File: config.mk
export PLATFORM = sky130hd
export DESIGN_NAME = qmca_channel_select
export DESIGN_NICKNAME = d
export VERILOG_FILES = /design/src/rtl/qmca_pkg.sv /design/src/rtl/qmca_argmax.sv /design/src/rtl/qmca_channel_select.sv
export SDC_FILE = /design/constraint.sdc
export NUM_CORES = 1
export LEC_CHECK = 0
export ABC_AREA = 1
export CELL_PAD_IN_SITES_DETAIL_PLACEMENT = 0
export CELL_PAD_IN_SITES_GLOBAL_PLACEMENT = 1
export CORE_MARGIN = 4
export CORE_UTILIZATION = 42
export CTS_BUF_LIST = sky130_fd_sc_hd__clkbuf_16
export DETAILED_ROUTE_END_ITERATION = 6
export GPL_ROUTABILITY_DRIVEN = 0
export GPL_TIMING_DRIVEN = 0
export PLACE_DENSITY_LB_ADDON = 0.1
export SLEW_MARGIN = 20
export SYNTH_ARGS = -nofsm -noshare
export SYNTH_HDL_FRONTEND = slang
export SYNTH_SLANG_ARGS = --single-unit
File: constraint.sdc
create_clock -name clk -period 15.15 [get_ports clk]
set_input_delay 3.03 -clock clk [delete_from_list [all_inputs] [get_ports clk]]
set_output_delay 3.03 -clock clk [all_outputs]
set_load 0.05 [all_outputs]
File: src/rtl/qmca_pkg.sv
// Shared definitions for the qmca channel selector: mode encodings and lock FSM states.
package qmca_pkg;

    localparam logic [1:0] MODE_FIXED = 2'b00;
    localparam logic [1:0] MODE_AUTO  = 2'b01;
    localparam logic [1:0] MODE_LOCK  = 2'b10;

    typedef logic [0:0] lock_state_t;
    localparam lock_state_t ST_FREE   = 1'b0;
    localparam lock_state_t ST_LOCKED = 1'b1;

endpackage

File: src/rtl/qmca_argmax.sv
// Combinational argmax over NCH unsigned samples; the lowest index wins ties.
module qmca_argmax #(
    parameter  int NCH       = 4,
    parameter  int ADC_WIDTH = 14,
    localparam int CH_W      = $clog2(NCH)
) (
    input  logic [NCH*ADC_WIDTH-1:0] i_adc,
    output logic [CH_W-1:0]          o_idx,
    output logic [ADC_WIDTH-1:0]     o_val
);

    always_comb begin
        o_idx = '0;
        o_val = i_adc[0 +: ADC_WIDTH];
        // Strict '>' keeps the earlier (lower) index on equal values.
        for (int unsigned k = 1; k < NCH; k++) begin
            if (i_adc[k*ADC_WIDTH +: ADC_WIDTH] > o_val) begin
                o_idx = CH_W'(k);
                o_val = i_adc[k*ADC_WIDTH +: ADC_WIDTH];
            end
        end
    end

endmodule

File: src/rtl/qmca_channel_select.sv
// Two-stage channel selector: registered input stage, then mode mux (fixed/auto/auto-lock)
// with a lock FSM that pins the selection to a channel while a pulse is in progress.
module qmca_channel_select
    import qmca_pkg::*;
#(
    parameter  int NCH       = 4,
    parameter  int ADC_WIDTH = 14,
    parameter  int HOLD_W    = 8,
    localparam int CH_W      = $clog2(NCH)
) (
    input  logic                     clk,
    input  logic                     rst,
    input  logic [1:0]               conf_mode,
    input  logic [CH_W-1:0]          conf_channel,
    input  logic [ADC_WIDTH-1:0]     conf_threshold,
    input  logic [HOLD_W-1:0]        conf_hold,
    input  logic                     adc_valid,
    input  logic [NCH*ADC_WIDTH-1:0] adc_in,
    output logic                     sel_valid,
    output logic [CH_W-1:0]          sel_channel,
    output logic [ADC_WIDTH-1:0]     sel_adc_in,
    output logic                     sel_locked,
    output logic                     conf_error
);

    localparam logic [CH_W:0] NCH_L = (CH_W+1)'(NCH);

    logic [NCH*ADC_WIDTH-1:0] r_adc;
    logic                     r_valid;
    logic                     r_sel_valid;
    logic [CH_W-1:0]          r_sel_channel;
    logic [ADC_WIDTH-1:0]     r_sel_adc;
    logic                     r_sel_locked;
    logic                     r_conf_error;
    lock_state_t              r_state;
    logic [CH_W-1:0]          r_lock_ch;
    logic [HOLD_W-1:0]        r_cnt;

    logic [ADC_WIDTH-1:0]     w_samp [NCH];
    logic [CH_W-1:0]          w_max_idx;
    logic [ADC_WIDTH-1:0]     w_max_val;
    logic                     w_cfg_err;
    logic [CH_W-1:0]          w_ch;
    logic                     w_locked;
    lock_state_t              w_state_nxt;
    logic [CH_W-1:0]          w_lock_ch_nxt;
    logic [HOLD_W-1:0]        w_cnt_nxt;

    qmca_argmax #(
        .NCH       (NCH),
        .ADC_WIDTH (ADC_WIDTH)
    ) u_argmax (
        .i_adc (r_adc),
        .o_idx (w_max_idx),
        .o_val (w_max_val)
    );

    always_comb begin
        for (int unsigned k = 0; k < NCH; k++) begin
            w_samp[k] = r_adc[k*ADC_WIDTH +: ADC_WIDTH];
        end
    end

    assign w_cfg_err = (conf_mode == MODE_FIXED) && ({1'b0, conf_channel} >= NCH_L);

    // Any mode other than auto-lock defaults the FSM back to FREE with a cleared counter.
    always_comb begin
        w_ch          = w_max_idx;
        w_locked      = 1'b0;
        w_state_nxt   = ST_FREE;
        w_cnt_nxt     = '0;
        w_lock_ch_nxt = r_lock_ch;
        case (conf_mode)
            MODE_FIXED: w_ch = w_cfg_err ? '0 : conf_channel;
            MODE_LOCK: begin
                w_state_nxt = r_state;
                w_cnt_nxt   = r_cnt;
                if (r_valid) begin
                    if (r_state == ST_LOCKED && r_cnt != '0) begin
                        w_ch      = r_lock_ch;
                        w_locked  = 1'b1;
                        w_cnt_nxt = r_cnt - HOLD_W'(1);
                    end else if (r_state == ST_LOCKED && w_samp[r_lock_ch] >= conf_threshold) begin
                        w_ch     = r_lock_ch;
                        w_locked = 1'b1;
                    end else if (w_max_val >= conf_threshold) begin
                        // Release (if locked) and re-evaluate the same sample as FREE.
                        w_locked      = 1'b1;
                        w_state_nxt   = ST_LOCKED;
                        w_lock_ch_nxt = w_max_idx;
                        w_cnt_nxt     = conf_hold;
                    end else begin
                        w_state_nxt = ST_FREE;
                    end
                end
            end
            default: ;
        endcase
    end

    always_ff @(posedge clk or posedge rst) begin
        if (rst) begin
            r_adc         <= '0;
            r_valid       <= 1'b0;
            r_sel_valid   <= 1'b0;
            r_sel_channel <= '0;
            r_sel_adc     <= '0;
            r_sel_locked  <= 1'b0;
            r_conf_error  <= 1'b0;
            r_state       <= ST_FREE;
            r_lock_ch     <= '0;
            r_cnt         <= '0;
        end else begin
            r_adc        <= adc_in;
            r_valid      <= adc_valid;
            r_sel_valid  <= r_valid;
            r_conf_error <= w_cfg_err;
            r_state      <= w_state_nxt;
            r_lock_ch    <= w_lock_ch_nxt;
            r_cnt        <= w_cnt_nxt;
            if (r_valid) begin
                r_sel_channel <= w_ch;
                r_sel_adc     <= w_samp[w_ch];
                r_sel_locked  <= w_locked;
            end
        end
    end

    assign sel_valid   = r_sel_valid;
    assign sel_channel = r_sel_channel;
    assign sel_adc_in  = r_sel_adc;
    assign sel_locked  = r_sel_locked;
    assign conf_error  = r_conf_error;

endmodule

==> run summary <==
=======================================================================================
Syn Inst Count                                                                      810
Maximum fanout count along the critical path                                         10
R2r endpoint                                                                   r_cnt[3]
Count of inserted antenna diode cells                                                 0
Min-Delay Endpoint                                                         sel_adc_in[13]
CP most frequent cell                                                           nand2_1
Setup CP Type                                                              register to register
Proportion of netlist area held by the largest area contributor                   35.9%
Drt pass-1 iters                                                                      5
Area of the mapped netlist                                                     5990 um2
Final non-filler cell total                                                        1109
CTS tree                                                                            yes
Final hold violation count                                                            0
Tightest Pin Transition                                                          584 ps
Number of hold buffers added after CTS                                                0
Maximum number of pins on one net before global-route repair                         52
Internal portion of total power                                              0.000557 W
Core outline area                                                             13900 um2
Sum of net half-perimeters after detailed placement                            14200 um
Most instantiated flip-flop cell in the synthesis netlist                       dfrtp_1
Ratio of final minimum period to clock period                                     52.4%
Switch share                                                                      45.5%
Sum Neg Setup Slack                                                                0 ps
Design area                                                                    7550 um2
Final Slew Violations                                                                 0
Post-CTS setup repair buffer count                                                    0
Count of unique library cells instantiated by Yosys                                  39
Setup repair after global routing missed its margin                                  no
Post-DP Area                                                                   7270 um2
Number of antenna violations at the first check in global routing                     0
Arrival time at the worst endpoint                                              8190 ps
Total I/O pin count                                                                 104
Number of CTS-inserted buffers                                                        9
Number of synthesized register bits                                                  86
Final critical delay including setup and external delays                        7940 ps
Die height                                                                       127 um
DIE AREA                                                                      16200 um2
Hold Path Stages                                                                      2
Row cnt                                                                              43
Reg-to-reg startpoint                                                         r_adc[13]
Count of flip-flops with a built-in enable after synthesis                            0
Max VDD drop                                                                   0.102 mV
ANT nets after route                                                                  0
Sum of overflow across all layers after global routing                                0
CP peak stage delay                                                              410 ps
Kind of path behind the tightest hold check                                register to register
Resized Gates After CTS                                                               0
Wire length of the first global-routing pass                                   28100 um
Portion of total power attributed to the clock network                            20.9%
Number of global-route vias before repair                                          5633
Clock Skews                                                                     8.46 ps
Library cell with the largest summed area after synthesis                       dfrtp_1
Via-to-Cell Ratio                                                                  5.10
Final number of setup-violating endpoints                                             0
Fillers                                                                            1332
Initial core utilization                                                          43.0%
Cell at the root of the clock tree                                            clkbuf_16
Number of nets at the end of the flow                                              1081
Warnings from Yosys                                                                   0
DP Cell Count                                                                      1093
Sequential cell area fraction in the yosys report                                 35.9%
Nets in the synthesized netlist                                                     967
Number of maximum-capacitance constraint violations                                   0
Share of layout cells above drive strength 1                                      4.74%
Net switching power of the design                                            0.000465 W
Post-synthesis async set-or-reset flop share                                       100%
Number of buffers on the longest clock path                                           2
Post-route DRC                                                                        0
Clock insertion delay at the later pin of the skew report                        350 ps
Outcome                                                                    finished clean
Mean instance size in the synthesized netlist                                  7.39 um2
Slew HR                                                                           61.0%
Area added between synthesis and finish                                           26.0%
Portion of total power attributed to combinational logic                          51.7%
Global-route usage over all layers                                                22.1%
Reg2Reg Depth                                                                        43
Share of power burned in registers                                                27.4%
DR vias                                                                            5654
Buffers on Ports                                                                    102
Final core utilization                                                            54.2%
Power density relative to cell area                                          135 nW/um2
Die boundary width                                                               127 um
CTS clock-pin slew for the worst setup and hold paths                             70 ps
Largest cells by area after synthesis                                      dfrtp_1 (36%), ha_1 (15%), nand2_1 (15%), o21ai_0 (6.6%), inv_1 (6.3%)
Clock sinks                                                                          86
Routed length per instance                                                      15.7 um
Critical Path RT                                                               15400 ps
Detailed Route WL                                                              17400 um
Number of violations reported at the end of detailed-routing iteration 0            367
Worst hold start                                                           sel_adc_in[13]
Critical path's slowest cell                                                    a21oi_1
Leak pwr                                                                        3.76 nW
Reg2reg setup slack                                                             7210 ps
Upper clock frequency limit                                                   0.126 GHz
Maximum level of the CTS H-tree                                                       3
Type of element launching the critical path                                    register
Endpoint kind of the worst setup timing path                                   register
=======================================================================================
metrics by stage:
step           power, W  setup WS [ps]  hold slack (ps)
3_3_place_gp   0.000794           7520              471
4_1_cts         0.00103           7280              487
6_report        0.00102           7210              485
5_1_grt         0.00110           6520              516
3_5_place_dp   0.000808           7290              469
2_1_floorplan  0.000635           9250              453
worst max-delay path by stage:
stage                          from        to  slack [ps]  cells after the start
after CTS                 r_adc[13]  r_cnt[3]        7280                     42
after floorplan           r_adc[13]  r_cnt[0]        9250                     42
final                     r_adc[13]  r_cnt[3]        7210                     43
after detailed placement  r_adc[13]  r_cnt[3]        7290                     42
after global routing       r_adc[5]  r_cnt[3]        6520                     41
after global placement    r_adc[13]  r_cnt[0]        7520                     42
worst max-delay path, delay by kind of cell (launching register included):
family,cells,cell delay (ps)
buffers and inverters,10,2280
and+or+nand+nor,19,1960
AOI/OAI and AO/OA,10,1900
adders and majority gates,4,1280
DFF,1,390
power by group through the flow:
stage | logic (W) | registers, W | clock network [W]
after detailed placement | 0.000524 | 0.000283 | 0
after floorplan | 0.000307 | 0.000328 | 0
final | 0.000528 | 0.000279 | 0.000214
after CTS | 0.000527 | 0.000279 | 0.000220
after global placement | 0.000511 | 0.000283 | 0
after global routing | 0.000591 | 0.000283 | 0.000227
sequential cells by signal, summed over array words and instances, names as in the netlist:
register	count
r_adc	56
r_cnt	8
r_lock_ch	2
r_state	1
r_valid	1
sel_adc_in	14
sel_channel	2
sel_locked	1
sel_valid	1
Yosys cell counts (2+ instances only):
| master | number |
|---|---|
| nand2_1 | 234 |
| inv_1 | 101 |
| dfrtp_1 | 86 |
| o21ai_0 | 79 |
| ha_1 | 72 |
| nand3_1 | 64 |
| a21oi_1 | 61 |
| nor2_1 | 35 |
| clkbuf_1 | 14 |
| a22oi_1 | 6 |
| buf_2 | 6 |
| o21ai_1 | 6 |
| nand2_2 | 5 |
| xnor2_1 | 5 |
| buf_4 | 4 |
| nor3_1 | 3 |
| o21bai_1 | 3 |
| nand4_1 | 2 |
| nor2_2 | 2 |
| nor4_1 | 2 |
| o211ai_1 | 2 |
metal layers:
| metal | global-route usage [%] | vias to the layer above | part of all wire, % |
|---|---|---|---|
| met5 | 0 | - | 0 |
| met4 | 6.25 | 0 | 1.7 |
| met3 | 5.14 | 19 | 6.6 |
| met2 | 35.3 | 190 | 45 |
| met1 | 30.1 | 2574 | 46 |
| li1 | - | 2871 | - |
area by class of cell:
cell class / instances / area [um2] / area share (%)
Sequential cell: 86 / 2150 / 28.5
Inverter: 101 / 382 / 5.06
Clock inverter: 7 / 57.6 / 0.762
Buffer: 28 / 145 / 1.92
Multi-Input combinational cell: 595 / 3310 / 43.9
Timing Repair Buffer: 103 / 1050 / 13.9
Tap cell: 180 / 225 / 2.98
Clock buffer: 9 / 225 / 2.98
cells in the final DEF (no fill, tap or decap), types with 2 or more instances in the layout:
master / n
a21oi_1: 61
nand3_1: 64
buf_4: 4
clkdlybuf4s50_1: 102
o211ai_1: 2
inv_1: 101
xnor2_1: 5
o21ai_0: 79
nand2_2: 5
a22oi_1: 6
nor2_1: 35
nor3_1: 3
nor2_2: 2
buf_2: 6
nand2_1: 234
ha_1: 72
nand4_1: 2
o21ai_1: 6
nor4_1: 2
clkbuf_1: 14
inv_6: 3
clkbuf_16: 9
dfrtp_1: 86
o21bai_1: 3
kinds of logic (layout without fill, tap and decap cells):
kind of cell	Yosys count	after routing	synth area share (%)
AOI/OAI and AO/OA	163	163	14.6
xor gates and xnor gates	6	6	0.877
adders and majority gates	72	72	15.0
buffers and inverters	129	248	8.75
DFF	86	86	35.9
other	1	1	0.0626
and+or+nand+nor	353	353	24.8
No activity file was read; power rests on OpenSTA's default activity.
